<file path="src/rtl/lfsr_prng_pkg.sv">
// Shared constants and types for the LFSR pseudo-random source.
// Defaults describe the HRSS 16-bit polynomial x^16+x^14+x^13+x^11+1.
package prng_pkg;

  localparam logic [15:0] HRSS_TAPS    = 16'hB400;
  localparam logic [15:0] DEFAULT_SEED = 16'h0001;

  typedef enum logic {
    FILL = 1'b0,
    FULL = 1'b1
  } prng_state_e;

endpackage

</file>
<file path="src/rtl/lfsr_prng_if.sv">
// Valid/ready word stream carrying packed random words to the consumer.
interface lfsr_prng_if #(
  parameter int OUT_W = 8
) ();

  logic             out_valid;
  logic             out_ready;
  logic [OUT_W-1:0] out_data;

  modport master (output out_valid, output out_data, input out_ready);
  modport slave  (input out_valid, input out_data, output out_ready);

endinterface

</file>
<file path="src/rtl/lfsr_prng_step.sv">
// One Fibonacci LFSR shift: feedback is the parity of the tapped bits.
module lfsr_step #(
  parameter int               WIDTH = 16,
  parameter logic [WIDTH-1:0] TAPS  = 16'hB400
) (
  input  logic [WIDTH-1:0] state_in,
  output logic [WIDTH-1:0] state_out,
  output logic             fb
);

  assign fb        = ^(state_in & TAPS);
  assign state_out = {state_in[WIDTH-2:0], fb};

endmodule

</file>
<file path="src/rtl/lfsr_prng.sv">
// Fibonacci LFSR stepping STEPS bits per clock, packing them into OUT_W-bit
// words behind a one-word valid/ready output buffer, with guarded reseeding.
module lfsr_prng
  import prng_pkg::*;
#(
  parameter int               WIDTH = 16,
  parameter logic [WIDTH-1:0] TAPS  = WIDTH'(HRSS_TAPS),
  parameter logic [WIDTH-1:0] SEED  = WIDTH'(DEFAULT_SEED),
  parameter int               OUT_W = 8,
  parameter int               STEPS = 1
) (
  input  logic             clk,
  input  logic             rst_n,
  input  logic             en,
  input  logic             seed_load,
  input  logic [WIDTH-1:0] seed_in,
  lfsr_prng_if.master      out_if,
  output logic             lockup,
  output logic             stalled
);

  localparam int WORDS = OUT_W / STEPS;
  localparam int CNT_W = $clog2(WORDS + 1);

  if (SEED == '0) begin : g_bad_seed
    $error("lfsr_prng: SEED must be non-zero");
  end
  if ((OUT_W % STEPS) != 0) begin : g_bad_steps
    $error("lfsr_prng: OUT_W must be divisible by STEPS");
  end
  if ((WIDTH < 3) || (WIDTH > 64)) begin : g_bad_width
    $error("lfsr_prng: WIDTH must be in 3..64");
  end

  prng_state_e      fsm_q, fsm_d;
  logic [WIDTH-1:0] state_q, state_d;
  logic [OUT_W-1:0] coll_q, coll_d;
  logic [CNT_W-1:0] cnt_q, cnt_d;
  logic [OUT_W-1:0] data_q, data_d;
  logic             valid_q, valid_d;
  logic             lockup_q, lockup_d;

  logic [STEPS:0][WIDTH-1:0] chain_w;
  logic [STEPS-1:0]          fb_w;
  logic [OUT_W-1:0]          coll_step;

  // Combinational chain of STEPS shifts; fb_w[0] is the oldest bit produced.
  assign chain_w[0] = state_q;
  for (genvar k = 0; k < STEPS; k++) begin : g_step
    lfsr_step #(
      .WIDTH (WIDTH),
      .TAPS  (TAPS)
    ) u_step (
      .state_in  (chain_w[k]),
      .state_out (chain_w[k+1]),
      .fb        (fb_w[k])
    );
  end

  always_comb begin
    coll_step = coll_q;
    for (int k = 0; k < STEPS; k++) begin
      coll_step = (coll_step << 1) | OUT_W'(fb_w[k]);
    end
  end

  always_ff @(posedge clk or negedge rst_n) begin
    if (!rst_n) begin
      fsm_q    <= FILL;
      state_q  <= SEED;
      coll_q   <= '0;
      cnt_q    <= '0;
      data_q   <= '0;
      valid_q  <= 1'b0;
      lockup_q <= 1'b0;
    end else begin
      fsm_q    <= fsm_d;
      state_q  <= state_d;
      coll_q   <= coll_d;
      cnt_q    <= cnt_d;
      data_q   <= data_d;
      valid_q  <= valid_d;
      lockup_q <= lockup_d;
    end
  end

  always_comb begin
    fsm_d    = fsm_q;
    state_d  = state_q;
    coll_d   = coll_q;
    cnt_d    = cnt_q;
    data_d   = data_q;
    valid_d  = valid_q;
    lockup_d = 1'b0;

    if (valid_q && out_if.out_ready) begin
      valid_d = 1'b0;
    end

    // Reseeding discards the partial word but leaves the output buffer alone.
    if (seed_load) begin
      if (seed_in == '0) begin
        state_d  = SEED;
        lockup_d = 1'b1;
      end else begin
        state_d = seed_in;
      end
      coll_d = '0;
      cnt_d  = '0;
      fsm_d  = FILL;
    end else begin
      unique case (fsm_q)
        FILL: begin
          if (en) begin
            state_d = chain_w[STEPS];
            coll_d  = coll_step;
            cnt_d   = cnt_q + CNT_W'(1);
            if (cnt_q == CNT_W'(WORDS - 1)) begin
              if (!valid_q || out_if.out_ready) begin
                data_d  = coll_step;
                valid_d = 1'b1;
                coll_d  = '0;
                cnt_d   = '0;
              end else begin
                fsm_d = FULL;
              end
            end
          end
        end
        FULL: begin
          // Buffer move is not gated by en so a drained buffer never idles in FULL.
          if (out_if.out_ready) begin
            data_d  = coll_q;
            valid_d = 1'b1;
            coll_d  = '0;
            cnt_d   = '0;
            fsm_d   = FILL;
          end
        end
      endcase
    end
  end

  assign out_if.out_valid = valid_q;
  assign out_if.out_data  = data_q;
  assign lockup           = lockup_q;
  assign stalled          = (fsm_q == FULL);

endmodule
</file>
<file path="src/flat_wrapper.sv">
// flat-port wrapper written by rule: the top's interface ports become plain ports
module lfsr_prng_flat import prng_pkg::*;
#(
  parameter int               WIDTH = 16,
  parameter logic [WIDTH-1:0] TAPS  = WIDTH'(HRSS_TAPS),
  parameter logic [WIDTH-1:0] SEED  = WIDTH'(DEFAULT_SEED),
  parameter int               OUT_W = 8,
  parameter int               STEPS = 1
)
  (clk, rst_n, en, seed_load, seed_in, lockup, stalled, out_if_out_valid, out_if_out_data, out_if_out_ready);
  lfsr_prng_if #(.OUT_W(OUT_W)) out_if_i ();
  input  logic clk;
  input  logic rst_n;
  input  logic en;
  input  logic seed_load;
  input  logic [WIDTH-1:0] seed_in;
  output logic lockup;
  output logic stalled;
  output wire logic [$bits(out_if_i.out_valid)-1:0] out_if_out_valid;
  output wire logic [$bits(out_if_i.out_data)-1:0] out_if_out_data;
  input wire logic [$bits(out_if_i.out_ready)-1:0] out_if_out_ready;
  assign out_if_out_valid = out_if_i.out_valid;
  assign out_if_out_data = out_if_i.out_data;
  assign out_if_i.out_ready = out_if_out_ready;
  lfsr_prng #(.WIDTH(WIDTH), .TAPS(TAPS), .SEED(SEED), .OUT_W(OUT_W), .STEPS(STEPS)) u_core (.clk(clk), .rst_n(rst_n), .en(en), .seed_load(seed_load), .seed_in(seed_in), .out_if(out_if_i), .lockup(lockup), .stalled(stalled));
endmodule
</file>
<file path="config.mk">
export PLATFORM = sky130hd
export DESIGN_NAME = lfsr_prng_flat
export DESIGN_NICKNAME = d
export VERILOG_FILES = /design/src/rtl/lfsr_prng_pkg.sv /design/src/rtl/lfsr_prng_if.sv /design/src/rtl/lfsr_prng_step.sv /design/src/rtl/lfsr_prng.sv /design/src/flat_wrapper.sv
export SDC_FILE = /design/constraint.sdc
export NUM_CORES = 1
export LEC_CHECK = 0
export ABC_AREA = 1
export CAP_MARGIN = 15
export CORE_ASPECT_RATIO = 1.1
export CORE_UTILIZATION = 45
export CTS_CLUSTER_DIAMETER = 120
export CTS_CLUSTER_SIZE = 24
export DETAILED_ROUTE_END_ITERATION = 16
export PLACE_DENSITY = 0.69
export SLEW_MARGIN = 20
export SYNTH_ARGS = -nofsm -noshare
export SYNTH_HDL_FRONTEND = slang
export SYNTH_SLANG_ARGS = --single-unit
</file>
<file path="constraint.sdc">
create_clock -name clk -period 2.89 [get_ports clk]
set_clock_uncertainty 0.15 [all_clocks]
set_input_delay 0.7225 -clock clk [delete_from_list [all_inputs] [get_ports clk]]
set_output_delay 0.7225 -clock clk [all_outputs]
set_load 0.005 [all_outputs]
</file>
Yosys cells after proc, flatten, opt, wreduce, memory -nomap -nowiden
Index checks and enable logic that the tools add are counted.

Reductions and logical operators: 9. Eq/ne operators: 8. Multiplexer cells: 36. Add/sub/neg operators: 1. Bitwise operators: 3.

Operator list (count): $mux 8 (9); $mux 16 (4); $pmux 8 s2 (2); $mux 4 (5); $logic_not 16->1 (1); $reduce_xor 16->1 (1); $mux 1 (13); $or 8x1->8 (1); $pmux 4 s2 (1); $ne 2x2->1 const B (3); $ne 3x3->1 const B (2); $reduce_and 5->1 (1); $add 4x1->4 const B (1); $eq 4x3->1 const B (1); $ne 2x1->1 const B (2); $pmux 1 s2 (2); $reduce_and 2->1 (2); $not 1->1 (2); $reduce_bool 2->1 (1); $logic_and 1x1->1 (1); $logic_not 1->1 (1); $logic_or 1x1->1 (1).

Input bits: 21. Register bits after elaboration: 39. Output and inout port bits: 11. Logic and storage cells: 64.

Logic depth before layout (Yosys ltp)
Gate-level depths: netlist of run 1.

Depth in word-level cells: 7. Mapped depth: 9. Gate-level depth less buffers: 9.

By module
From an unflattened synthesis of run 1, not the netlist that was laid out.

Cells, all modules: 280. Area total of the unflattened synthesis: 2110.8 sq um.

Modules (own cells, without submodules): lfsr_prng (cells an instance 249, seq. area each 977.2 sq um, area an instance 1926.8 sq um, instances 1); lfsr_step (cells an instance 31, seq. area each 0.0 sq um, area an instance 183.9 sq um, instances 1).

Worst setup path before layout of run 1
No wires, ideal clock.

Path type: input port to flip-flop. Start point: in en. End point: reg u_core.state_q[11]. Arrival: 1.376 ns. Setup time: 0.121 ns. Required time: 2.619 ns. Stages on the path: 7. Path slack: 1.243 ns. Path buffers: 1. Cell sequence: inv_1 -> nor2_8 -> nor2_4 -> inv_4 -> buf_6 -> o22ai_2 -> a21oi_2.

Word-level cells in the longest chain between the ends: 2.

Ends and longest elaborated chain: from (decl) (RTL line flat_wrapper.sv:14) `input logic en;`; $reduce_bool 2->1 (no line); $reduce_and 2->1 (no line); to (signal assigned) (RTL line lfsr_prng.sv:78) `state_q <= state_d;`; to (decl) (RTL line lfsr_prng.sv:36) `logic [WIDTH-1:0] state_q, state_d;`.

Every way passes these cells. A chain may end at the register's enable or synchronous reset.

Final worst setup path of run 1
Start point: in seed_load. End point: reg u_core.coll_q[4].

Word-level cells in the longest chain between the ends: 2. Elaborated cells between the ends (all ways): 4. Classes of those cells: 2 x eq/ne; 1 x mux; 1 x reduce/logical.

Ends and longest elaborated chain: from (decl) (RTL line flat_wrapper.sv:15) `input logic seed_load;`; $ne 3x3->1 (no line); $reduce_and 2->1 (no line); to (signal assigned) (RTL line lfsr_prng.sv:79) `coll_q <= coll_d;`; to (decl) (RTL line lfsr_prng.sv:37) `logic [OUT_W-1:0] coll_q, coll_d;`.

Parallel ways exist; a longest one is shown, timed or not.

==> results of run 1 <==
-- logic make-up after synthesis --
group | count (synthesis) | synth area share
simple gates | 106 | 0.237
compound gates | 45 | 0.160
flops | 39 | 0.508
buf+inv | 29 | 0.0742
xor+xnor | 2 | 0.00912
mux | 1 | 0.00521
fa+ha+maj | 1 | 0.00651
-- power groups by stage --
| stage | Sequential [uW] | Clock, uW | Combinational (uW) |
|---|---|---|---|
| 2_1_floorplan | 606 | 0 | 93.5 |
| 3_3_place_gp | 610 | 0 | 152 |
| 3_5_place_dp | 612 | 0 | 152 |
| 4_1_cts | 601 | 551 | 152 |
| 5_1_grt | 605 | 568 | 173 |
| 6_report | 601 | 538 | 150 |
-- layout make-up --
type                    count  share of cell area
clock buffers               5              0.0288
repair buffers             32               0.131
clock inverters             3              0.0283
well taps                  52              0.0272
flip-flops and latches     39               0.409
multi-input cells         155               0.335
inverters                  24              0.0408
-- critical path: cells and delay by family --
family | cells | cell delay (ns)
buffers and inverters | 2 | 0.98
AND/OR/NAND/NOR | 1 | 0.28
AO/OA/AOI/OAI | 1 | 0.28
-- state kept, by name, summed over array words and instances, names as in the netlist --
name / cells
u_core.state_q: 16
u_core.coll_q: 8
u_core.out_if.out_data: 8
u_core.cnt_q: 4
u_core.lockup: 1
u_core.out_if.out_valid: 1
u_core.stalled: 1
-- cell usage after synthesis (2+ instances only) --
master	n	area (sq um)
nand3_1	8	40.0
nor2_1	25	93.8
a22oi_1	3	22.5
o22ai_2	7	87.6
o22ai_1	8	50.1
nand2_2	2	12.5
o21ai_1	2	10.0
o21ai_0	14	70.1
inv_1	18	67.6
nand2_1	65	244
dfrtp_1	38	951
inv_4	3	18.8
a21oi_1	9	45.0
buf_6	3	33.8
inv_2	3	11.3
-- worst paths after layout --
check	end	cells after the start	startpoint	slack, ns
worst max register to register	u_core.coll_q[4]$_DFFE_PN0P_	6	u_core.cnt_q[0]$_DFFE_PN0P_	1.25
max in group asynchronous	u_core.state_q[4]$_DFFE_PN0P_	1	rst_n	1.67
worst max-delay path	u_core.coll_q[4]$_DFFE_PN0P_	4	seed_load	0.67
min in group asynchronous	u_core.out_if.out_data[4]$_DFFE_PN0P_	1	rst_n	0.38
worst min register to register	u_core.out_if.out_data[0]$_DFFE_PN0P_	2	u_core.out_if.out_data[0]$_DFFE_PN0P_	0.33
worst min-delay path	u_core.out_if.out_data[0]$_DFFE_PN0P_	2	u_core.out_if.out_data[0]$_DFFE_PN0P_	0.33
-- per-layer routing --
metal	up-vias	wire length, um
met1	716	1720
met4	0	55
met5	-	0
li1	792	-
met3	6	160
met2	45	1950
-- through the flow --
stage	cells	setup slack, ns	cell area (sq um)	power [uW]	hold slack, ns
2_1_floorplan	223	1.24	1920	699	0.277
3_3_place_gp	302	0.477	2250	762	0.311
3_5_place_dp	302	0.349	2250	763	0.314
4_1_cts	310	0.667	2390	1300	0.336
5_1_grt	310	0.531	2390	1350	0.353
6_report	310	0.668	2390	1290	0.330
==> metrics.cfg, run 1 <==
[cells_and_area]
drive_above_1_share = 0.128
final_nets = 279
ff_latch_area_sq_um = 977
final_common_cell = nand2_1
final_util = 0.594
diodes = 0
fillers = 382
layout_common_cells = 65 x nand2_1, 38 x dfrtp_1, 30 x clkdlybuf4s50_1, 25 x nor2_1, 18 x inv_1
multi_input_area_sq_um = 802
syn_to_final_growth_pct = 24.4

[grt]
busiest_layer = met2
met3_usage = 0.0452
grt-ovfl-total = 0
grt_pass1_wl_mm = 7.04
first_global_vias = 1613
grt_usage = 0.201
antenna_found_initial = 0
use_met1 = 0.240
grt_use_met2 = 0.353
grt_max_degree = 40

[status]
status = complete, no violations

[power]
p_sw_frac = 0.234
intPower_uw = 988
p_sw_uw = 302
seqPwrFrac = 0.466
p_leak_uw = 0.00112
peakVddDrop_mv = 0.380
comb_power_share = 0.116
pwr-share-clk = 0.417
p_per_area_nw_per_um2 = 540

[sta]
finalCriticalPeriod_ns = 2.22
report.final.slew_viol_count = 0
tns_ns = 0
fmax_mhz = 450
setup_viol = 0
rsz0062_at_grt = no
hold_viol_final = 0
period_share = 0.769
worst_slew_margin_rel = 0.432
worstMarginPinSlew_ns = 0.852

[floorplanning]
num_io_pins = 32
die_y_um = 70.5
core_area_sq_um = 4020
die_w_um = 64.3
fp-row-count = 24
die_area_sq_um = 4540
start_util = 0.478

[clock_network]
cts-root-buf = clkbuf_8
cts_buffers = 5
clk_pin_slew_ns = 0.08
clockBufferDepth = 2
htreeDepth = 2
clock_latency_ns = 0.29
cts_sinks = 39
cts.repair.resized = 0
cts.hold.buffers_added = 0
cts_tree = built
post_cts_buffers = 0

[drt]
drt_wl_total_mm = 3.89
drcViolationCount = 0
drt-initial-drc-count = 65
wire_per_inst_um = 12.6
dr_total_vias = 1559
via_per_inst = 5.03
dr.pass1.iters = 4
antenna_left = 0

[logic_synthesis]
synth_cell_types = 30
synth-seq-area-share = 0.508
syn-num-nets = 245
synth-seq-cells = 39
synthCells = 223
async_reset_ff_frac = 1.00
avgSynthCellArea_sq_um = 8.62
synth_area_sq_um = 1920
synth_edf_count = 0
synthFlopType = dfrtp_1
yosys_warnings = 0

[setup_path]
crit_path_cell_trace = clkdlybuf4s50_1 -> inv_4 -> nand3_1 -> o21ai_0
slowest_stage = clkdlybuf4s50_1
cp.required_ns = 2.94
cp-start-kind = primary input
crit_arrival_ns = 2.27
crit_path_max_fanout = 19
crit_path_end_kind = register
max_stage_delay_ns = 0.66
critPathKind = in2reg

[job]
max_cap_viol_count = 0

[placement]
dp_hpwl_mm = 2.87
gp_congestion = 0.847
port_buffers = 31

[worst_hold_path]
min_path_type = reg2reg

(Power assumes the default switching activity.)
==> run 2: changes to the inputs <==
clock period = 2.3 ns   (was 2.89 ns; I/O delays follow)
==> metrics.cfg, run 2 (same netlist as run 1, synthesis figures left out) <==
[placement]
port_buffers = 31  ; unchanged
gp_congestion = 0.825  ; was 0.847
dp_hpwl_mm = 2.97  ; was 2.87 mm
dp_cells = 306  ; was 302
post-place-ws_ns = 0.163  ; was 0.349 ns
placed_area_sq_um = 2280  ; was 2250 sq um

[grt]
grt-ovfl-total = 0  ; unchanged
met3_usage = 0.0452  ; unchanged
use_met1 = 0.253  ; was 0.240
grt_max_degree = 23  ; was 40
antenna_found_initial = 0  ; unchanged
grt_pass1_wl_mm = 6.89  ; was 7.04 mm
grt_use_met2 = 0.329  ; was 0.353
first_global_vias = 1510  ; was 1613
grt_usage = 0.197  ; was 0.201
busiest_layer = met2  ; unchanged

[clock_network]
cts-root-buf = clkbuf_8  ; unchanged
cts_tree = built  ; unchanged
htreeDepth = 2  ; unchanged
cts_buffers = 5  ; unchanged
cts.repair.resized = 0  ; unchanged
cts.hold.buffers_added = 0  ; unchanged
clk_pin_slew_ns = 0.08  ; about the same
post_cts_buffers = 0  ; unchanged
clockBufferDepth = 2  ; unchanged
cts_sinks = 39  ; unchanged
clock_latency_ns = 0.29  ; about the same

[cells_and_area]
fin_area_sq_um = 2400  ; was 2390 sq um
instances_no_fill = 314  ; was 310
largest_reg_flops = 16  ; unchanged
syn_to_final_growth_pct = 25.0  ; was 24.4%
final_common_cell = nand2_1  ; unchanged
drive_above_1_share = 0.141  ; was 0.128
max_flop_register = u_core.state_q  ; unchanged
diodes = 0  ; unchanged
final_util = 0.597  ; was 0.594
layout_common_cells = 65 x nand2_1, 38 x dfrtp_1, 30 x clkdlybuf4s50_1, 25 x nor2_1, 18 x inv_1  ; unchanged
final_nets = 283  ; was 279

[worst_hold_path]
min_path_type = in2async  ; was reg2reg

[sta]
worst_slew_margin_rel = 0.658  ; was 0.432
period_share = 0.837
worstMarginPinSlew_ns = 0.513  ; was 0.852 ns
rsz0062_at_grt = no  ; unchanged
hold_viol_final = 0  ; unchanged
fin_ws_ns = 0.374  ; was 0.668 ns
finalCriticalPeriod_ns = 1.93
tns_ns = 0  ; unchanged
setup_viol = 0  ; unchanged
fmax_mhz = 519
report.final.slew_viol_count = 0  ; unchanged

[drt]
drcViolationCount = 0  ; unchanged
dr_total_vias = 1569  ; was 1559
wire_per_inst_um = 12.6  ; about the same
antenna_left = 0  ; unchanged
drt-initial-drc-count = 65  ; unchanged
drt_wl_total_mm = 3.97  ; was 3.89 mm
via_per_inst = 5.00  ; was 5.03
dr.pass1.iters = 4  ; unchanged

[floorplanning]
die_w_um = 64.3  ; unchanged
start_util = 0.478  ; unchanged
die_y_um = 70.5  ; unchanged
num_io_pins = 32  ; unchanged
core_area_sq_um = 4020  ; unchanged
die_area_sq_um = 4540  ; unchanged
fp-row-count = 24  ; unchanged

[setup_path]
cp_num_buf_inv = 1  ; was 2
crit_path_cell_trace = clkdlybuf4s50_1  ; was clkdlybuf4s50_1 -> inv_4 -> nand3_1 -> o21ai_0
critPathKind = reg2out  ; was in2reg
max_stage_delay_ns = 0.52  ; was 0.66 ns
crit_arrival_ns = 1.20  ; was 2.27 ns
r2r_start = u_core.cnt_q[0]$_DFFE_PN0P_  ; unchanged
crit_family = buffers and inverters  ; unchanged
crit_path_end_kind = output pin  ; was register
cp.required_ns = 1.57  ; was 2.94 ns
cp-start-kind = register  ; was primary input
crit_path_max_fanout = 3  ; was 19
rr_worst_depth = 6  ; unchanged
slowest_stage = clkdlybuf4s50_1  ; unchanged
reg2reg_slack_ns = 0.66  ; was 1.25 ns
worstReg2RegEnd = u_core.cnt_q[0]$_DFFE_PN0P_  ; was u_core.coll_q[4]$_DFFE_PN0P_

[power]
p_per_area_nw_per_um2 = 641  ; was 540 nW/um^2
peakVddDrop_mv = 0.352  ; was 0.380 mV
p_leak_uw = 0.00114  ; was 0.00112 uW

[job]
max_cap_viol_count = 0  ; unchanged

[status]
status = complete, no violations  ; unchanged

-- run 2: changes by cell type in the layout (fill, tap and decap cells not counted) --
cell / before / now
buf_4: 1 / 5
bufinv_16: 2 / 1
clkbuf_8: 5 / 6
clkinv_2: 0 / 1
clkinvlp_4: 1 / 0
-- run 2: per-layer routing --
| layer | part of all wire | routed length (um) |
|---|---|---|
| met5 | 0 | 0 |
| met4 | 0.013 | 50 |
| met3 | 0.042 | 166 |
| met2 | 0.48 | 1920 |
| met1 | 0.46 | 1830 |
-- run 2: power breakdown --
group / internal (uW) / total, uW / switching (uW)
registers: 727 / 756 / 28.6
logic: 87.1 / 197 / 110
clock network: 351 / 586 / 235
-- run 2: cell type report --
type | instances | area [sq um]
clock buffer | 6 | 82.6
clock inverter | 2 | 35.0
fill | 382 | 1620
inverter | 24 | 97.6
multi-input combinational | 155 | 802
sequential | 39 | 977
tap | 52 | 65.1
timing repair buffer | 36 | 343
-- run 2: how the worst max path moves through the flow --
stage | endpoint | depth (start not counted) | start
after floorplan | u_core.state_q[11]$_DFFE_PN0P_ | 7 | en
after global placement | u_core.coll_q[5]$_DFFE_PN0P_ | 7 | en
after detailed placement | u_core.coll_q[0]$_DFFE_PN0P_ | 5 | seed_load
after CTS | out_if_out_valid | 1 | u_core.out_if.out_valid$_DFF_PN0_
after global routing | out_if_out_valid | 1 | u_core.out_if.out_valid$_DFF_PN0_
final | out_if_out_valid | 1 | u_core.out_if.out_valid$_DFF_PN0_
-- run 2: through the flow --
step / hold WS [ns] / total power (uW)
4_1_cts: 0.104 / 1550
3_3_place_gp: 0.310 / 964
5_1_grt: 0.131 / 1610
3_5_place_dp: 0.314 / 966
6_report: 0.0981 / 1540
2_1_floorplan: 0.129 / 879
==> run 3: changes to the inputs <==
clock period = 1.9 ns   (was 2.3 ns; I/O delays follow)
==> metrics.cfg, run 3 (same netlist as run 1, synthesis figures left out) <==
[sta]
fmax_mhz = 554
setup_viol = 0  ; unchanged
worst_slew_margin_rel = 0.737  ; was 0.658
worstMarginPinSlew_ns = 0.395  ; was 0.513 ns
report.final.slew_viol_count = 0  ; unchanged
finalCriticalPeriod_ns = 1.81
period_share = 0.950
rsz0062_at_grt = no  ; unchanged
hold_viol_final = 0  ; unchanged
fin_hold_ws_ns = 0.328  ; was 0.0981 ns

[setup_path]
rr_worst_depth = 9  ; was 6
cp-start-kind = register  ; unchanged
cp_num_buf_inv = 1  ; unchanged
cp.required_ns = 1.27  ; was 1.57 ns
slowest_stage = clkdlybuf4s50_1  ; unchanged
worstReg2RegEnd = u_core.out_if.out_data[3]$_DFFE_PN0P_  ; was u_core.cnt_q[0]$_DFFE_PN0P_
crit_start = u_core.out_if.out_valid$_DFF_PN0_  ; unchanged
r2r_start = u_core.cnt_q[0]$_DFFE_PN0P_  ; unchanged
reg2reg_slack_ns = 0.28  ; was 0.66 ns
crit_path_cell_trace = clkdlybuf4s50_1  ; unchanged
critPathKind = reg2out  ; unchanged
crit_family = buffers and inverters  ; unchanged
crit_arrival_ns = 1.18  ; was 1.20 ns
max_stage_delay_ns = 0.51  ; was 0.52 ns
crit_path_max_fanout = 3  ; unchanged
crit_path_end_kind = output pin  ; unchanged

[drt]
drt-initial-drc-count = 113  ; was 65
antenna_left = 0  ; unchanged
dr.pass1.iters = 4  ; unchanged
wire_per_inst_um = 12.8  ; was 12.6 um
drcViolationCount = 0  ; unchanged
dr_total_vias = 1601  ; was 1569
drt_wl_total_mm = 4.10  ; was 3.97 mm
via_per_inst = 5.02  ; was 5.00

[grt]
first_global_vias = 1623  ; was 1510
grt_pass1_wl_mm = 7.36  ; was 6.89 mm
antenna_found_initial = 0  ; unchanged
grt-ovfl-total = 0  ; unchanged
grt_max_degree = 24  ; was 23
grt_usage = 0.214  ; was 0.197

[worst_hold_path]
hold_path_startpoint = u_core.out_if.out_data[6]$_DFFE_PN0P_
min_to = u_core.out_if.out_data[6]$_DFFE_PN0P_
worstHoldPathCells = 2
min_path_type = reg2reg  ; was in2async

[clock_network]
cts_sinks = 39  ; unchanged
cts_tree = built  ; unchanged
clk_pin_slew_ns = 0.08  ; about the same
cts-root-buf = clkbuf_8  ; unchanged
clock_latency_ns = 0.30  ; was 0.29 ns
clockBufferDepth = 2  ; unchanged
post_cts_buffers = 0  ; unchanged
cts_buffers = 5  ; unchanged
htreeDepth = 2  ; unchanged

[cells_and_area]
diodes = 0  ; unchanged
fin_area_sq_um = 2440  ; was 2400 sq um
final_common_cell = nand2_1  ; unchanged
final_util = 0.606  ; was 0.597
syn_to_final_growth_pct = 26.8  ; was 25.0%
max_flop_register = u_core.state_q  ; unchanged
fillers = 386  ; was 382
largest_reg_flops = 16  ; unchanged
drive_above_1_share = 0.150  ; was 0.141
layout_common_cells = 65 x nand2_1, 38 x dfrtp_1, 30 x clkdlybuf4s50_1, 25 x nor2_1, 18 x inv_1  ; unchanged
instances_no_fill = 319  ; was 314
final_nets = 288  ; was 283

[power]
p_leak_uw = 0.00116  ; was 0.00114 uW
peakVddDrop_mv = 0.442  ; was 0.352 mV
p_per_area_nw_per_um2 = 732  ; was 641 nW/um^2

[placement]
dp_cells = 310  ; was 306
port_buffers = 31  ; unchanged
placed_area_sq_um = 2330  ; was 2280 sq um
dp_hpwl_mm = 3.08  ; was 2.97 mm
gp_congestion = 0.774  ; was 0.825

[floorplanning]
core_area_sq_um = 4020  ; unchanged
num_io_pins = 32  ; unchanged
start_util = 0.478  ; unchanged
die_area_sq_um = 4540  ; unchanged
die_w_um = 64.3  ; unchanged
die_y_um = 70.5  ; unchanged
fp-row-count = 24  ; unchanged

[job]
max_cap_viol_count = 0  ; unchanged

[status]
status = complete, no violations  ; unchanged

[run 3: cell count changes in the layout (fill, tap and decap cells not counted)]
cell / change
clkbuf_1: +1
clkbuf_8: +1
bufinv_16: -1
buf_4: +3
dlygate4sd3_1: +1
buf_12: +1
clkinv_2: -1
[run 3: final cells by class]
class,instances,area [sq um],share of cell area
Clock buffer,8,100,0.0411
Inverter,24,97.6,0.0400
Multi-Input combinational cell,155,802,0.329
Sequential cell,39,977,0.401
Tap cell,52,65.1,0.0267
Timing Repair Buffer,41,395,0.162
[run 3: metrics by stage]
step           power, uW  setup TNS [ns]  setup slack (ns)
2_1_floorplan       1060               0             0.465
3_3_place_gp        1170         -0.0444           -0.0253
3_5_place_dp        1180          -0.125           -0.0318
4_1_cts             1790               0            0.0891
5_1_grt             1870               0            0.0617
6_report            1780               0            0.0941
[run 3: worst reg2reg max path, cell delays in order (launching register included)]
cell	delay (ns)
dfrtp_1	0.41
ha_1	0.22
nand2_1	0.15
nor2_2	0.05
nand3_1	0.06
nand2_1	0.07
nand2_2	0.18
inv_4	0.08
nand2_1	0.08
nand2_1	0.05
[run 3: worst max-delay path by stage]
| stage | end | slack [ns] | depth (start not counted) |
|---|---|---|---|
| floorplan | u_core.out_if.out_data[0]$_DFFE_PN0P_ | 0.46 | 9 |
| global placement | u_core.out_if.out_data[3]$_DFFE_PN0P_ | -0.03 | 9 |
| detailed placement | u_core.coll_q[0]$_DFFE_PN0P_ | -0.03 | 7 |
| CTS | out_if_out_valid | 0.09 | 1 |
| global route | out_if_out_valid | 0.06 | 1 |
| finish | out_if_out_valid | 0.09 | 1 |
[run 3: routing by layer]
metal  vias to the layer above  wire, um  global-route usage
met3                         8       140              0.0548
met2                        37      2030               0.370
met4                         0        86              0.0840
li1                        809         -                   -
met1                       747      1840               0.253
met5                         -         0                   0
[run 3: what timing repair did]
action	4_1_cts	5_1_grt
endpoints found under the hold margin	16	0
hold buffers	1	0
resized for setup	0	0
[run 3: power breakdown]
part	total [uW]	internal (uW)	switching, uW
clock network	621	331	290
logic	247	114	133
registers	915	880	35.5
total	1780	1330	459
